File: src/rtl/limn2600_bus_arbiter_pkg.sv
// Shared types and constants for the Limn2600 SRAM bus arbiter.
// Latency/backpressure: n/a (declarations only).
package limn2600_bus_pkg;

  localparam int DEFAULT_ADDR_W = 32;
  localparam int DEFAULT_DATA_W = 32;

  localparam logic [31:0] BUS_ERR_DATA = 32'hFFFF_FFFF;

  typedef enum logic {
    ARB_IDLE = 1'b0,
    ARB_BUSY = 1'b1
  } arb_state_t;

  typedef logic req_idx_t;

  // A lone requester always wins; on a tie the one not served last goes next.
  function automatic req_idx_t rr_pick(input logic cs0, input logic cs1, input req_idx_t last);
    req_idx_t pick;
    if (cs0 && cs1) pick = ~last;
    else            pick = cs1;
    return pick;
  endfunction

endpackage

File: src/rtl/limn2600_bus_arbiter_if.sv
// One cs/we/addr/wdata -> rdata/rdy/err channel of the Limn2600 SRAM bus.
// Latency: wires only; backpressure: cs is held until the matching rdy pulse.
interface limn2600_bus_arbiter_if
  import limn2600_bus_pkg::*;
#(
  parameter int ADDR_W = DEFAULT_ADDR_W,
  parameter int DATA_W = DEFAULT_DATA_W
) ();

  logic              cs;
  logic              we;
  logic [ADDR_W-1:0] addr;
  logic [DATA_W-1:0] wdata;
  logic [DATA_W-1:0] rdata;
  logic              rdy;
  logic              err;  // driven only towards requesters; the SRAM side has no error line

  modport master (output cs, we, addr, wdata, input rdata, rdy);
  modport slave  (input cs, we, addr, wdata, output rdata, rdy, err);

endinterface

File: src/rtl/limn2600_bus_arbiter_watchdog.sv
// Counts BUSY cycles and flags the TIMEOUT-th one; saturates instead of wrapping.
// Latency: expired is combinational from the count; no backpressure.
module limn2600_bus_watchdog #(
  parameter int TIMEOUT = 255
) (
  input  logic clk,
  input  logic rst,
  input  logic clear,
  input  logic enable,
  output logic expired
);

  localparam int            CW   = $clog2(TIMEOUT);
  localparam logic [CW-1:0] LAST = CW'(TIMEOUT - 1);

  logic [CW-1:0] count;

  always_ff @(posedge clk) begin
    if (rst || clear) begin
      count <= '0;
    end else if (enable && (count != LAST)) begin
      count <= count + 1'b1;
    end
  end

  assign expired = enable && (count == LAST);

endmodule

File: src/rtl/limn2600_bus_arbiter.sv
// Round-robin arbiter sharing the SRAM port between CPU (m0) and a second master (m1).
// Latency: grant one cycle after cs; completion is combinational from s.rdy; requesters wait on rdy.
module limn2600_bus_arbiter
  import limn2600_bus_pkg::*;
#(
  parameter int ADDR_W  = DEFAULT_ADDR_W,
  parameter int DATA_W  = DEFAULT_DATA_W,
  parameter int TIMEOUT = 255
) (
  input logic                   clk,
  input logic                   rst,
  limn2600_bus_arbiter_if.slave  m0,
  limn2600_bus_arbiter_if.slave  m1,
  limn2600_bus_arbiter_if.master s
);

  arb_state_t        state;
  req_idx_t          grant;
  req_idx_t          last;
  logic              busy;
  logic              expired;
  logic              done;
  logic              timed_out;
  logic [DATA_W-1:0] done_data;
  logic              mux_we;
  logic [ADDR_W-1:0] mux_addr;
  logic [DATA_W-1:0] mux_wdata;

  assign busy = (state == ARB_BUSY);

  limn2600_bus_watchdog #(
    .TIMEOUT (TIMEOUT)
  ) u_watchdog (
    .clk     (clk),
    .rst     (rst),
    .clear   (!busy),
    .enable  (busy),
    .expired (expired)
  );

  // A slave answer in the expiry cycle still counts as a good completion.
  // A transaction caught by reset is abandoned silently.
  assign done      = busy && !rst && (s.rdy || expired);
  assign timed_out = !s.rdy && expired;
  assign done_data = s.rdy ? s.rdata : DATA_W'(BUS_ERR_DATA);

  always_ff @(posedge clk) begin
    if (rst) begin
      state <= ARB_IDLE;
      grant <= 1'b0;
      last  <= 1'b1;
    end else begin
      case (state)
        ARB_IDLE: begin
          if (m0.cs || m1.cs) begin
            grant <= rr_pick(m0.cs, m1.cs, last);
            state <= ARB_BUSY;
          end
        end
        ARB_BUSY: begin
          if (done) begin
            last  <= grant;
            state <= ARB_IDLE;
          end
        end
        default: state <= ARB_IDLE;
      endcase
    end
  end

  always_comb begin
    mux_we    = 1'b0;
    mux_addr  = '0;
    mux_wdata = '0;
    if (busy) begin
      if (grant) begin
        mux_we    = m1.we;
        mux_addr  = m1.addr;
        mux_wdata = m1.wdata;
      end else begin
        mux_we    = m0.we;
        mux_addr  = m0.addr;
        mux_wdata = m0.wdata;
      end
    end
  end

  always_comb begin
    s.cs    = busy;
    s.we    = mux_we;
    s.addr  = mux_addr;
    s.wdata = mux_wdata;

    m0.rdy   = done && (grant == 1'b0);
    m0.err   = m0.rdy && timed_out;
    m0.rdata = m0.rdy ? done_data : '0;

    m1.rdy   = done && (grant == 1'b1);
    m1.err   = m1.rdy && timed_out;
    m1.rdata = m1.rdy ? done_data : '0;
  end

endmodule

File: src/flat_wrapper.sv
// flat-port wrapper written by rule: the top's interface ports become plain ports
module limn2600_bus_arbiter_flat import limn2600_bus_pkg::*;
#(
  parameter int ADDR_W  = DEFAULT_ADDR_W,
  parameter int DATA_W  = DEFAULT_DATA_W,
  parameter int TIMEOUT = 255
)
  (clk, rst, m0_cs, m0_we, m0_addr, m0_wdata, m0_rdata, m0_rdy, m0_err, m1_cs, m1_we, m1_addr, m1_wdata, m1_rdata, m1_rdy, m1_err, s_cs, s_we, s_addr, s_wdata, s_rdata, s_rdy);
  limn2600_bus_arbiter_if #(.ADDR_W(ADDR_W), .DATA_W(DATA_W)) m0_i ();
  limn2600_bus_arbiter_if #(.ADDR_W(ADDR_W), .DATA_W(DATA_W)) m1_i ();
  limn2600_bus_arbiter_if #(.ADDR_W(ADDR_W), .DATA_W(DATA_W)) s_i ();
  input logic clk;
  input logic rst;
  input wire logic [$bits(m0_i.cs)-1:0] m0_cs;
  input wire logic [$bits(m0_i.we)-1:0] m0_we;
  input wire logic [$bits(m0_i.addr)-1:0] m0_addr;
  input wire logic [$bits(m0_i.wdata)-1:0] m0_wdata;
  output wire logic [$bits(m0_i.rdata)-1:0] m0_rdata;
  output wire logic [$bits(m0_i.rdy)-1:0] m0_rdy;
  output wire logic [$bits(m0_i.err)-1:0] m0_err;
  input wire logic [$bits(m1_i.cs)-1:0] m1_cs;
  input wire logic [$bits(m1_i.we)-1:0] m1_we;
  input wire logic [$bits(m1_i.addr)-1:0] m1_addr;
  input wire logic [$bits(m1_i.wdata)-1:0] m1_wdata;
  output wire logic [$bits(m1_i.rdata)-1:0] m1_rdata;
  output wire logic [$bits(m1_i.rdy)-1:0] m1_rdy;
  output wire logic [$bits(m1_i.err)-1:0] m1_err;
  output wire logic [$bits(s_i.cs)-1:0] s_cs;
  output wire logic [$bits(s_i.we)-1:0] s_we;
  output wire logic [$bits(s_i.addr)-1:0] s_addr;
  output wire logic [$bits(s_i.wdata)-1:0] s_wdata;
  input wire logic [$bits(s_i.rdata)-1:0] s_rdata;
  input wire logic [$bits(s_i.rdy)-1:0] s_rdy;
  assign m0_i.cs = m0_cs;
  assign m0_i.we = m0_we;
  assign m0_i.addr = m0_addr;
  assign m0_i.wdata = m0_wdata;
  assign m0_rdata = m0_i.rdata;
  assign m0_rdy = m0_i.rdy;
  assign m0_err = m0_i.err;
  assign m1_i.cs = m1_cs;
  assign m1_i.we = m1_we;
  assign m1_i.addr = m1_addr;
  assign m1_i.wdata = m1_wdata;
  assign m1_rdata = m1_i.rdata;
  assign m1_rdy = m1_i.rdy;
  assign m1_err = m1_i.err;
  assign s_cs = s_i.cs;
  assign s_we = s_i.we;
  assign s_addr = s_i.addr;
  assign s_wdata = s_i.wdata;
  assign s_i.rdata = s_rdata;
  assign s_i.rdy = s_rdy;
  limn2600_bus_arbiter #(.ADDR_W(ADDR_W), .DATA_W(DATA_W), .TIMEOUT(TIMEOUT)) u_core (.clk(clk), .rst(rst), .m0(m0_i), .m1(m1_i), .s(s_i));
endmodule
File: config.mk
export PLATFORM = sky130hd
export DESIGN_NAME = limn2600_bus_arbiter_flat
export DESIGN_NICKNAME = d
export VERILOG_FILES = /design/src/rtl/limn2600_bus_arbiter_pkg.sv /design/src/rtl/limn2600_bus_arbiter_if.sv /design/src/rtl/limn2600_bus_arbiter_watchdog.sv /design/src/rtl/limn2600_bus_arbiter.sv /design/src/flat_wrapper.sv
export SDC_FILE = /design/constraint.sdc
export NUM_CORES = 1
export LEC_CHECK = 0
export CAP_MARGIN = 20
export CORE_AREA = 2 2 116 118
export CTS_CLUSTER_SIZE = 12
export DETAILED_ROUTE_END_ITERATION = 8
export DIE_AREA = 0 0 118 120
export PLACE_DENSITY = 0.64
export SLEW_MARGIN = 10
export SYNTH_ARGS = -nofsm -noshare
export SYNTH_HDL_FRONTEND = slang
export SYNTH_SLANG_ARGS = --single-unit
File: constraint.sdc
create_clock -name clk -period 2.5 [get_ports clk]
set_clock_uncertainty 0.1 [all_clocks]
set_input_delay 0.5 -clock clk [delete_from_list [all_inputs] [get_ports clk]]
set_output_delay 0.5 -clock clk [all_outputs]
set_load 0.02 [all_outputs]
### After elaboration in Yosys (flattened, before gate mapping)

Cells that the tools add are included.

| storage, ports and cells | value |
|---|---|
| input bits | 167 |
| logic and storage cells | 41 |
| register bits after elaboration | 11 |
| output and inout port bits | 134 |

| cells by class | value |
|---|---|
| multiplexer cells | 13 |
| eq/ne operators | 2 |
| $add $sub $neg | 1 |
| bitwise gates (word level) | 3 |
| reduce and logical (&&, ||, !) cells | 18 |

Operator list:

| kind | number |
|---|---|
| 2-to-1 mux 32 bit | 7 |
| logical AND 1 bit | 10 |
| adder 8 x 1 -> 8 bit, second input constant | 1 |
| equality test 8 bit, second input constant | 1 |
| inequality test 8 bit, second input constant | 1 |
| 2-to-1 mux 1 bit | 5 |
| AND reduction 2 bit | 2 |
| zero test 1 bit | 3 |
| logical OR 1 bit | 3 |
| NOT 1 bit | 3 |
| case mux 1 bit (2 select lines) | 1 |

### Logic depth before layout (Yosys ltp)

| depth | value |
|---|---|
| word-level depth | 6 |
| gate-level depth with buffers | 7 |
| gate-level depth less buffers | 5 |

### By module

Synthesis repeated with hierarchy kept, for this count alone.

| unflattened totals | value |
|---|---|
| cell total of the unflattened synthesis | 329 |
| area total of the unflattened synthesis | 2075.7 sq um |

Modules (own cells, without submodules):

| module | sequential area each (sq um) | area each (sq um) | cells an instance | instances |
|---|---|---|---|---|
| limn2600_bus_arbiter | 60.1 | 1620.3 | 278 | 1 |
| limn2600_bus_watchdog | 160.2 | 455.4 | 51 | 1 |

### Worst setup path after synthesis

Ideal clock, no wire load.

| timing | value |
|---|---|
| path kind | reg2out |
| from | reg u_core.u_watchdog.count[0] |
| to | out m0_rdata[13] |
| data arrival time | 1720 ps |
| stages on the path, launching flop included | 8 |
| setup slack | 180 ps |
| path buffers | 2 |
| path through | dfxtp_1 -> inv_1 -> ha_1 -> nand3_1 -> or3_4 -> buf_6 -> buf_6 -> a21oi_1 |

| on the way | value |
|---|---|
| word-level cells in the longest chain between the ends | 6 |

Ends and longest elaborated chain:

| item | RTL line | source |
|---|---|---|
| start, declared | limn2600_bus_arbiter_watchdog.sv:16 | `logic [CW-1:0] count;` |
| start signal, assigned | limn2600_bus_arbiter_watchdog.sv:22 | `count <= count + 1'b1;` |
| equality test 8 bit | limn2600_bus_arbiter_watchdog.sv:26 | `assign expired = enable && (count == LAST);` |
| logical AND 1 bit | limn2600_bus_arbiter_watchdog.sv:26 |  |
| logical OR 1 bit | limn2600_bus_arbiter.sv:43 | `assign done = busy && !rst && (s.rdy \|\| expired);` |
| logical AND 1 bit | limn2600_bus_arbiter.sv:43 |  |
| logical AND 1 bit | limn2600_bus_arbiter.sv:94 | `m0.rdy = done && (grant == 1'b0);` |
| 2-to-1 mux 32 bit | limn2600_bus_arbiter.sv:96 | `m0.rdata = m0.rdy ? done_data : '0;` |
| end, declared | flat_wrapper.sv:18 | `output wire logic [$bits(m0_i.rdata)-1:0] m0_rdata;` |

No other way between the ends.

### Final worst setup path

| timing | value |
|---|---|
| from | reg u_core.u_watchdog.count[0] |
| to | out m0_rdata[14] |

The elaborated chain is that of the path after synthesis.

==> key figures <==
Global route
  • Grt total ovfl: 0
  • Vias in the first global route: between 3000 and 4000
  • Largest net degree at the start of global routing: 73
  • GRT Util Overall: approximately 15%
  • Global-route wire length before repair: roughly 17000 microns
  • Initial antenna violation count: 0

Timing
  • Setup TNS: 0 ns
  • Worst Tran Pin Value: between 0.3 and 0.4 ns
  • Relative slew slack: approximately 80%
  • Final setup viols: 0
  • Part of the cycle the worst path needs: between 90% and 100%
  • Final Hold Slack: 0.375 ns
  • Fin. Hold Viols: 0
  • RSZ-0062 raised after global routing: true
  • Fmax: 407 MHz
  • Slew Viols, Final: 0
  • Tmin final: 2.45 ns

Clock network
  • CTS buffer count: 3
  • # clock sinks: 11
  • # H-tree levels: 1
  • CTS root buf: clkbuf_16
  • CTS tree: built
  • Clock Latency Late Sink: between 0.2 and 0.25 ns
  • Clock Tree Buf Depth: 2
  • Worst-path clk slew: approximately 0.04 ns
  • # hold bufs at CTS: 0

Cells and area
  • Final instance area: approximately 0.0058 sq mm
  • Layout cells sized above 1: around 25%
  • Commonest non-fill, non-tap cell in the layout: clkdlybuf4s50_1
  • Ant diodes: 0
  • # nets final: roughly 800
  • Syn-to-layout area delta: 151%
  • Most frequent cells in the layout: 227 x clkdlybuf4s50_1, 67 x mux2i_1, 66 x nor2b_1, 66 x buf_4, 40 x nand2_1

Floorplan
  • Die area: between 0.01 and 0.015 sq mm
  • Die H: 120 microns
  • Core ar.: ~0.013 sq mm
  • # IOs: 301
  • Die width: roughly 120 microns
  • Initial Util: 17.9%
  • # rows: 42

Synth
  • Sequential share of the synthesized area: under 10%
  • Share of flip-flops with an asynchronous set or reset: 0%
  • Top FF cell, synth: dfxtp_1
  • Syn_area_per_cell: slightly above 7 sq um
  • Syn nets: roughly 500
  • Synth warn: 0
  • Yosys cell types: 29
  • EDFF count, synth: 0
  • Mapped Cells: about 330
  • Yosys reg bits: 11
  • Mapped Area: approximately 0.0023 sq mm

Pwr
  • Pwr dens: roughly 230 mW/mm^2
  • Logic gate share of total power: 64.4%
  • Internal power: about 0.91 mW
  • Clock share of power: 21.7%
  • NetSw: 0.455 mW
  • Sw Ratio: between 30% and 40%
  • Power share of the sequential group: 13.9%
  • Peak supply drop: approximately 160 uV
  • Pleak: 2.36 nW

Setup path
  • Crit path launch type: flop
  • Critical Path RT: between 1.5 and 2 ns
  • RR Startpoint: u_core.u_watchdog.count[0]
  • WP data arrival: between 1.5 and 2 ns
  • Crit path from: u_core.u_watchdog.count[0]
  • Setup CP Type: flop to primary output
  • Worst-path fanout max: 7
  • CP Capture Type: primary output

Route
  • WL final: 12900 microns
  • Pre-Repair DR Iteration Count: 4
  • Post-route antenna net violation count: 0
  • Drt drc: 0
  • DR vias: between 3000 and 4000
  • Drt first-iter violations: roughly 110
  • Vias per cell: 4.42
  • Post-DR wirelength/cell: ~16 microns

Place
  • PortBufs: 300
  • DP HPWL: between 9000 and 10000 microns
  • RePlAce Congestion: roughly 0.8
  • Area of placed instances: 0.00565 sq mm

Worst hold path
  • Hold WC Path Type: flop to flop
  • HP Start: u_core.last

Run
  • Max-cap violations: 0

Outcome
  • Status: complete, no violations
synthesized netlist by cell type (2+ instances only):
cell type	count	area share (%)
nand2b_1	2	0.54
buf_1	2	0.32
nor2b_1	66	18
o21ai_0	8	1.7
and3_1	4	1.1
nor2_1	5	0.81
a21oi_2	20	7.5
clkbuf_1	17	2.7
buf_2	11	2.4
dfxtp_1	11	9.5
inv_1	3	0.48
o211a_1	2	0.86
nand2_1	40	6.5
ha_1	2	1.1
buf_6	5	2.4
a21oi_1	47	10
nand3_1	4	0.86
and4_1	2	0.75
mux2i_1	67	29
a31oi_1	2	0.54
what timing repair did:
item                       4_1_cts  5_1_grt
pin swaps                        0        1
cloned                           0        9
resized for setup              282       60
setup endpoints to repair       69       83
hold endpoints to repair         0        0
buffers inserted                 0        7
worst max-delay path: stages (launching register included):
cell and delay [ns]:
dfxtp_1 0.31, inv_2 0.08, ha_4 0.16, nand3_4 0.09
or3_4 0.48, clkbuf_16 0.20, a21oi_1 0.13, buf_4 0.16
kinds of logic after synthesis:
group / count (synthesis) / synth area share, %
buffers and inverters: 38 / 8.33
AOI/OAI and AO/OA: 82 / 21.9
muxes: 67 / 28.8
adders and majority gates: 2 / 1.08
DFF: 11 / 9.46
and+or+nand+nor: 129 / 30.4
through the flow:
stage / std cells / setup slack, ns / util [%] / total power [mW]
floorplan: 329 / 0.180 / - / 0.552
global placement: 800 / -0.430 / 43.5 / 1.06
detailed placement: 800 / -0.485 / 43.5 / 1.07
CTS: 804 / -0.00280 / 41.8 / 1.35
global route: 820 / -0.0245 / 44.9 / 1.43
finish: 820 / 0.0453 / 44.9 / 1.36
cell type report:
type	instances	area [sq um]
Clock buffer	4	78.8
Fill cell	1315	7150
Inverter	3	11.3
Multi-Input combinational cell	281	2010
Sequential cell	11	225
Tap cell	176	220
Timing Repair Buffer	345	3280
state kept, by name, indices dropped and copies added (netlist names):
| signal | flops |
|---|---|
| u_core.s.cs | 1 |
| u_core.u_watchdog.count | 8 |
| u_core.last | 1 |
| u_core.grant | 1 |
routing by layer:
| metal | GRT usage, % | vias up | share of wire, % |
|---|---|---|---|
| met5 | 0 | - | 0 |
| met4 | 3.77 | 0 | 2.4 |
| met3 | 4.90 | 23 | 8.5 |
| met2 | 27.5 | 193 | 51 |
| met1 | 16.8 | 1631 | 38 |
| li1 | - | 1779 | - |
path summary, 6_finish.rpt:
kind | slack [ns] | depth (start not counted) | end
worst max-delay path | 0.05 | 7 | m0_rdata[14]
worst min-delay path | 0.38 | 1 | u_core.last
worst max register to register | 0.92 | 7 | u_core.last
worst min register to register | 0.38 | 1 | u_core.last
power by group through the flow:
stage          registers (mW)  clock network [mW]  logic, mW
2_1_floorplan           0.188                   0      0.363
3_3_place_gp            0.194                   0      0.863
3_5_place_dp            0.194                   0      0.871
4_1_cts                 0.191               0.302      0.861
5_1_grt                 0.190               0.312      0.929
6_report                0.189               0.296      0.877
Power figures use the tool's default switching activity.
